--- src/rtl/iob_regfile_fifo_ctrl_pkg.sv ---
// Shared sizing helpers and types for the register-file FIFO controller.
package iob_regfile_fifo_ctrl_pkg;

    localparam int DEF_ADDR_W = 3;
    localparam int DEF_DATA_W = 21;

    // Net effect of one cycle on the stored-entry count.
    typedef enum logic [1:0] {
        LVL_HOLD = 2'd0,
        LVL_INC  = 2'd1,
        LVL_DEC  = 2'd2
    } lvl_op_e;

    function automatic int depth_f(input int addr_w);
        return 32'sd1 << addr_w;
    endfunction

    // One extra bit so the count can represent a completely full store.
    function automatic int lvl_w_f(input int addr_w);
        return addr_w + 32'sd1;
    endfunction

    function automatic int ptr_inc_f(input int ptr, input int addr_w);
        if (ptr == depth_f(addr_w) - 32'sd1) begin
            return 32'sd0;
        end else begin
            return ptr + 32'sd1;
        end
    endfunction

endpackage

--- src/rtl/iob_fifo_out_reg.sv ---
// Valid/ready output register: captures regfile read data on a load and
// drops valid once the consumer takes the last word with nothing behind it.
module iob_fifo_out_reg #(
    parameter int DATA_W = 21
) (
    input  logic              clk_i,
    input  logic              rst_i,
    input  logic              cke_i,
    input  logic              ld_i,
    input  logic              ready_i,
    input  logic [DATA_W-1:0] data_i,
    output logic              valid_o,
    output logic [DATA_W-1:0] data_o
);

    logic              r_valid;
    logic [DATA_W-1:0] r_data;

    // Output stage state: load wins over drain; data holds after drain.
    always_ff @(posedge clk_i) begin
        if (rst_i) begin
            r_valid <= 1'b0;
            r_data  <= '0;
        end else if (ld_i) begin
            r_valid <= 1'b1;
            r_data  <= data_i;
        end else if (cke_i && r_valid && ready_i) begin
            r_valid <= 1'b0;
            r_data  <= r_data;
        end else begin
            r_valid <= r_valid;
            r_data  <= r_data;
        end
    end

    assign valid_o = r_valid;
    assign data_o  = r_data;

endmodule

--- src/rtl/iob_regfile_fifo_ctrl.sv ---
// FIFO controller driving an external 2-port regfile plus one output register.
// Optional almost-full/almost-empty flags: define IOB_REGFILE_FIFO_CTRL_ALMOST_EN.
module iob_regfile_fifo_ctrl
    import iob_regfile_fifo_ctrl_pkg::*;
#(
    parameter int ADDR_W = DEF_ADDR_W,
    parameter int DATA_W = DEF_DATA_W
`ifdef IOB_REGFILE_FIFO_CTRL_ALMOST_EN
    ,
    parameter int ALMOST_FULL_LVL  = (32'sd1 << ADDR_W) - 32'sd1,
    parameter int ALMOST_EMPTY_LVL = 32'sd1
`endif
) (
    input  logic              clk_i,
    input  logic              rst_i,
    input  logic              cke_i,
    input  logic              w_en_i,
    input  logic [DATA_W-1:0] w_data_i,
    output logic              w_full_o,
    output logic              w_overflow_o,
    output logic              r_valid_o,
    input  logic              r_ready_i,
    output logic [DATA_W-1:0] r_data_o,
    output logic [ADDR_W:0]   level_o,
`ifdef IOB_REGFILE_FIFO_CTRL_ALMOST_EN
    output logic              almost_full_o,
    output logic              almost_empty_o,
`endif
    output logic              ext_w_en_o,
    output logic [ADDR_W-1:0] ext_w_addr_o,
    output logic [DATA_W-1:0] ext_w_data_o,
    output logic [ADDR_W-1:0] ext_r_addr_o,
    input  logic [DATA_W-1:0] ext_r_data_i
);

    localparam int                DEPTH    = depth_f(ADDR_W);
    localparam int                LVL_W    = lvl_w_f(ADDR_W);
    localparam logic [LVL_W-1:0]  FULL_LVL = LVL_W'(DEPTH);
    localparam logic [LVL_W-1:0]  LVL_ONE  = LVL_W'(1);

    logic [ADDR_W-1:0] r_wptr;
    logic [ADDR_W-1:0] r_rptr;
    logic [LVL_W-1:0]  r_level;
    logic              r_overflow;

    logic              w_full;
    logic              w_wr;
    logic              w_ld;
    logic              w_out_valid;
    lvl_op_e           w_lvl_op;

    // Full is judged on the registered level, so a same-cycle load never
    // opens room for a write.
    assign w_full = (r_level == FULL_LVL);
    assign w_wr   = cke_i & w_en_i & ~w_full;
    assign w_ld   = cke_i & (r_level != {LVL_W{1'b0}}) & (~w_out_valid | r_ready_i);

    // Decode the net change in stored entries for this cycle.
    always_comb begin
        w_lvl_op = LVL_HOLD;
        if (w_wr && !w_ld) begin
            w_lvl_op = LVL_INC;
        end else if (w_ld && !w_wr) begin
            w_lvl_op = LVL_DEC;
        end else begin
            w_lvl_op = LVL_HOLD;
        end
    end

    // Pointers, level and overflow flag; everything holds while cke_i is low.
    always_ff @(posedge clk_i) begin
        if (rst_i) begin
            r_wptr     <= '0;
            r_rptr     <= '0;
            r_level    <= '0;
            r_overflow <= 1'b0;
        end else if (cke_i) begin
            if (w_wr) begin
                r_wptr <= ADDR_W'(ptr_inc_f(int'(r_wptr), ADDR_W));
            end else begin
                r_wptr <= r_wptr;
            end
            if (w_ld) begin
                r_rptr <= ADDR_W'(ptr_inc_f(int'(r_rptr), ADDR_W));
            end else begin
                r_rptr <= r_rptr;
            end
            case (w_lvl_op)
                LVL_INC: r_level <= r_level + LVL_ONE;
                LVL_DEC: r_level <= r_level - LVL_ONE;
                default: r_level <= r_level;
            endcase
            r_overflow <= w_en_i & w_full;
        end else begin
            r_wptr     <= r_wptr;
            r_rptr     <= r_rptr;
            r_level    <= r_level;
            r_overflow <= r_overflow;
        end
    end

    iob_fifo_out_reg #(
        .DATA_W (DATA_W)
    ) u_out_reg (
        .clk_i   (clk_i),
        .rst_i   (rst_i),
        .cke_i   (cke_i),
        .ld_i    (w_ld),
        .ready_i (r_ready_i),
        .data_i  (ext_r_data_i),
        .valid_o (w_out_valid),
        .data_o  (r_data_o)
    );

    assign r_valid_o    = w_out_valid;
    assign w_full_o     = w_full;
    assign w_overflow_o = r_overflow;
    assign level_o      = r_level;
    assign ext_w_en_o   = w_wr;
    assign ext_w_addr_o = r_wptr;
    assign ext_w_data_o = w_data_i;
    assign ext_r_addr_o = r_rptr;

`ifdef IOB_REGFILE_FIFO_CTRL_ALMOST_EN
    assign almost_full_o  = (r_level >= LVL_W'(ALMOST_FULL_LVL));
    assign almost_empty_o = (r_level <= LVL_W'(ALMOST_EMPTY_LVL));
`endif

endmodule

--- config.mk ---
export PLATFORM = sky130hd
export DESIGN_NAME = iob_regfile_fifo_ctrl
export DESIGN_NICKNAME = d
export VERILOG_FILES = /design/src/rtl/iob_regfile_fifo_ctrl_pkg.sv /design/src/rtl/iob_fifo_out_reg.sv /design/src/rtl/iob_regfile_fifo_ctrl.sv
export SDC_FILE = /design/constraint.sdc
export NUM_CORES = 1
export LEC_CHECK = 0
export ABC_AREA = 1
export BUFFER_PORTS_ARGS = -buffer_cell sky130_fd_sc_hd__buf_2
export CORE_AREA = 3 3 74 76
export CTS_CLUSTER_DIAMETER = 150
export DETAILED_ROUTE_END_ITERATION = 8
export DIE_AREA = 0 0 77 79
export GPL_TIMING_DRIVEN = 0
export PLACE_DENSITY = 0.74
export SYNTH_ARGS = -nofsm -noshare
export SYNTH_HDL_FRONTEND = slang
export SYNTH_SLANG_ARGS = --single-unit
--- constraint.sdc ---
create_clock -name clk_i -period 2.4 [get_ports clk_i]
set_input_delay 0.24 -clock clk_i [delete_from_list [all_inputs] [get_ports clk_i]]
set_output_delay 0.24 -clock clk_i [all_outputs]
set_load 0.01 [all_outputs]
==> impl_table.tex <==
\begin{tabular}{lr}
\hline
Metric & Value \\
\hline
\multicolumn{2}{l}{\textbf{Global routing}} \\
Overflow after GRT & 0 \\
Number of antenna violations at the first check in global routing & 0 \\
Wire length of the first global-routing pass & 6540 um \\
Largest net degree at the start of global routing & 11 \\
Vias in the first global route & 1515 \\
Global router's overall resource usage & 0.133 \\
\multicolumn{2}{l}{\textbf{Floorplan}} \\
Horizontal extent of the die & 77 um \\
I/O pins & 103 \\
DIE AREA & 6080 sq um \\
Placement row count & 25 \\
Std-Cell Core Area & 4790 sq um \\
Initial core utilization & 0.334 \\
Height of the chip & 79 um \\
\multicolumn{2}{l}{\textbf{STA}} \\
Final max-slew violation count & 0 \\
Number of setup violations in the final report & 0 \\
Number of hold violations in the final report & 0 \\
Worst Clk Skew & 0.00318 ns \\
Final worst path period need & 2.04 ns \\
Setup\_tns & 0 ns \\
Max-Slew Margin vs Limit & 0.636 \\
Upper clock frequency limit & 490 MHz \\
Actual slew at the worst max-slew pin & 0.546 ns \\
Unrepaired setup endpoints after global routing & no \\
Final worst slack & 0.361 ns \\
Period Utilization, post-route & 0.850 \\
\multicolumn{2}{l}{\textbf{CTS}} \\
CTS tree & done \\
\# H-tree levels & 2 \\
CTS Sinks & 33 \\
Clock slew seen by the registers of the worst setup and hold paths & 0.07 ns \\
Largest buffer count on any clock path & 2 \\
Clock buffers created by TritonCTS & 5 \\
Clk Tree Root Cell & clkbuf\_8 \\
Hold-fix buffers at CTS & 0 \\
Insertion delay to the later sink of the worst-skew pair & 0.27 ns \\
Setup Fix Bufs, Post-CTS & 0 \\
Total of cells resized after clock tree synthesis & 0 \\
\multicolumn{2}{l}{\textbf{Setup path}} \\
Max FO, Critical Path & 10 \\
Arrival @ worst endpoint & 2.21 ns \\
Required time of the critical path & 2.57 ns \\
Kind of launch point of the worst setup path & flip-flop \\
Element type at the critical path end & flip-flop \\
Critical path start-end classification & flip-flop to flip-flop \\
\multicolumn{2}{l}{\textbf{Placement}} \\
I/O Buffers & 80 \\
HPWL after detailed placement & 3210 um \\
GPL Wtd Cong & 0.892 \\
Placed instance area & 2080 sq um \\
Pre-CTS setup slack & 0.342 ns \\
\multicolumn{2}{l}{\textbf{Logic synthesis}} \\
Post-synthesis cell count & 212 \\
Proportion of netlist area held by the largest area contributor & 0.413 \\
Number of nets in the synthesized netlist & 265 \\
Dominant cells by area after synthesis & dfxtp\_1 41\%, nand2\_1 15\%, a21oi\_1 11\% \\
Synth unique cells & 21 \\
Total of flip-flops plus latches after synthesis & 33 \\
Post-synthesis sequential area ratio & 0.413 \\
Avg Cell Area, Syn & 7.55 sq um \\
Area of the mapped netlist & 1600 sq um \\
Ys Warns & 0 \\
Top cell type by total area after synthesis & dfxtp\_1 \\
\multicolumn{2}{l}{\textbf{Detailed routing}} \\
Sum of routed wire segments on met1 & 1600 um \\
Wire length per cell after detailed routing & 11.1 um \\
Number of vias per cell after detailed routing & 4.39 \\
Vias post-DR & 1606 \\
Violation count after the first detailed-route iteration & 77 \\
Post-detailed-routing wire length & 4060 um \\
Length of routed met2 wiring & 2070 um \\
Total length of routed met3 wires & 316 um \\
Router iterations before antenna repair & 4 \\
Antenna viol nets, final & 0 \\
Top metal layer carrying routed signals & met4 \\
Final routed DRC violation total & 0 \\
\multicolumn{2}{l}{\textbf{Power and ir drop}} \\
Static power due to leakage & 1.12 nW \\
Max IR drop VDD & 462 uV \\
Total Power Consumption & 1.65 mW \\
Power density of the placed cells & 762 nW/um\^{}2 \\
\multicolumn{2}{l}{\textbf{Final layout}} \\
Filler Cells Inserted & 500 \\
Share of cells above drive strength 1 & 0.421 \\
Diodes inserted & 0 \\
Final Net Count & 352 \\
Layout Area Growth over Synthesis & 35.7\% \\
Fin area & 2170 sq um \\
\multicolumn{2}{l}{\textbf{Outcome}} \\
Run status & completed \\
\multicolumn{2}{l}{\textbf{Flow run}} \\
Max-capacitance violation count & 0 \\
\multicolumn{2}{l}{\textbf{Min path}} \\
Min-delay worst type & primary input to flip-flop \\
\hline
\end{tabular}
==> critical path: stages (launching register included) <==
cell     delay, ns
dfxtp_1       0.45
nor2_2        0.10
nand2_2       0.08
nand2_4       0.07
nor2_8        0.16
buf_2         0.25
ha_1          0.26
nor2_1        0.19
inv_1         0.14
o21ai_0       0.18
inv_1         0.05
==> registers in the layout, summed over array words and instances, names as in the netlist <==
| name | flops |
|---|---|
| w_overflow_o | 1 |
| level_o | 4 |
| u_out_reg.valid_o | 1 |
| ext_w_addr_o | 3 |
| u_out_reg.data_o | 21 |
| ext_r_addr_o | 3 |
==> per-stage QoR <==
stage	hold slack (ns)	utilization	instances
2_1_floorplan	0.387	-	212
3_3_place_gp	0.446	0.436	359
3_5_place_dp	0.449	0.436	359
4_1_cts	0.204	0.454	366
5_1_grt	0.210	0.454	366
6_report	0.212	0.454	366
==> cells in the mapped netlist <==
cell type and count:
a211oi_1 2, a21oi_1 34, buf_2 4, buf_4 21, clkbuf_1 4, dfxtp_1 33
ha_1 6, inv_1 15, inv_2 3, nand2_1 64, nand2_2 4, nand2_4 2
nand3_1 5, nand3_2 2, nor2_1 4, nor2_2 3, nor2_8 1, o21ai_0 2
o21ai_1 1, xnor2_1 1, xor2_1 1
==> report_power, final <==
group,total (mW),switching [mW],internal (mW)
logic,0.561,0.335,0.226
clock network,0.414,0.187,0.227
registers,0.678,0.0535,0.624
total,1.65,0.576,1.08
==> layout by cell type, fill, tap and decap left out <==
cell type,synthesis,final
nand3_1,5,5
a21oi_1,34,34
a211oi_1,2,2
ha_1,6,6
xnor2_1,1,1
o21ai_1,1,1
nand2_1,64,64
o21ai_0,2,2
buf_2,4,84
nor2_8,1,1
dfxtp_1,33,33
clkbuf_8,0,6
inv_2,3,3
xor2_1,1,1
nor2_2,3,3
clkbuf_1,4,5
nand2_4,2,2
nor2_1,4,4
nand2_2,4,4
inv_1,15,15
nand3_2,2,2
buf_4,21,21
==> area by class of cell <==
type | instances | area [sq um] | share of cell area
Buffer | 29 | 193 | 0.0888
Clock buffer | 7 | 86.3 | 0.0398
Inverter | 18 | 67.6 | 0.0311
Multi-Input combinational cell | 132 | 679 | 0.313
Sequential cell | 33 | 661 | 0.304
Tap cell | 67 | 83.8 | 0.0386
Timing Repair Buffer | 80 | 400 | 0.184
==> logic make-up (layout without fill, tap and decap cells) <==
kind of cell    count (synthesis)  in the layout  share of synthesized area
buf+inv                        47            134                      0.163
compound gates                 39             39                      0.125
simple gates                   85             85                      0.242
flops                          33             33                      0.413
fa+ha+maj                       6              6                     0.0469
xor+xnor                        2              2                     0.0109
==> worst paths after layout <==
kind	from	to	slack, ns	depth (start not counted)
worst min register to register	u_out_reg.data_o[18]	u_out_reg.data_o[18]	0.46	2
worst min-delay path	ext_r_data_i[2]	u_out_reg.data_o[2]	0.21	3
worst max-delay path	level_o[0]	level_o[2]	0.36	10
worst max register to register	level_o[0]	level_o[2]	0.36	10
==> per-layer routing <==
layer  vias to the layer above  global-route usage
met4                         0              0.0587
met1                       704               0.138
li1                        817                   -
met2                        76               0.247
met5                         -                   0
met3                         9              0.0420
No activity file was read; power rests on OpenSTA's default activity.
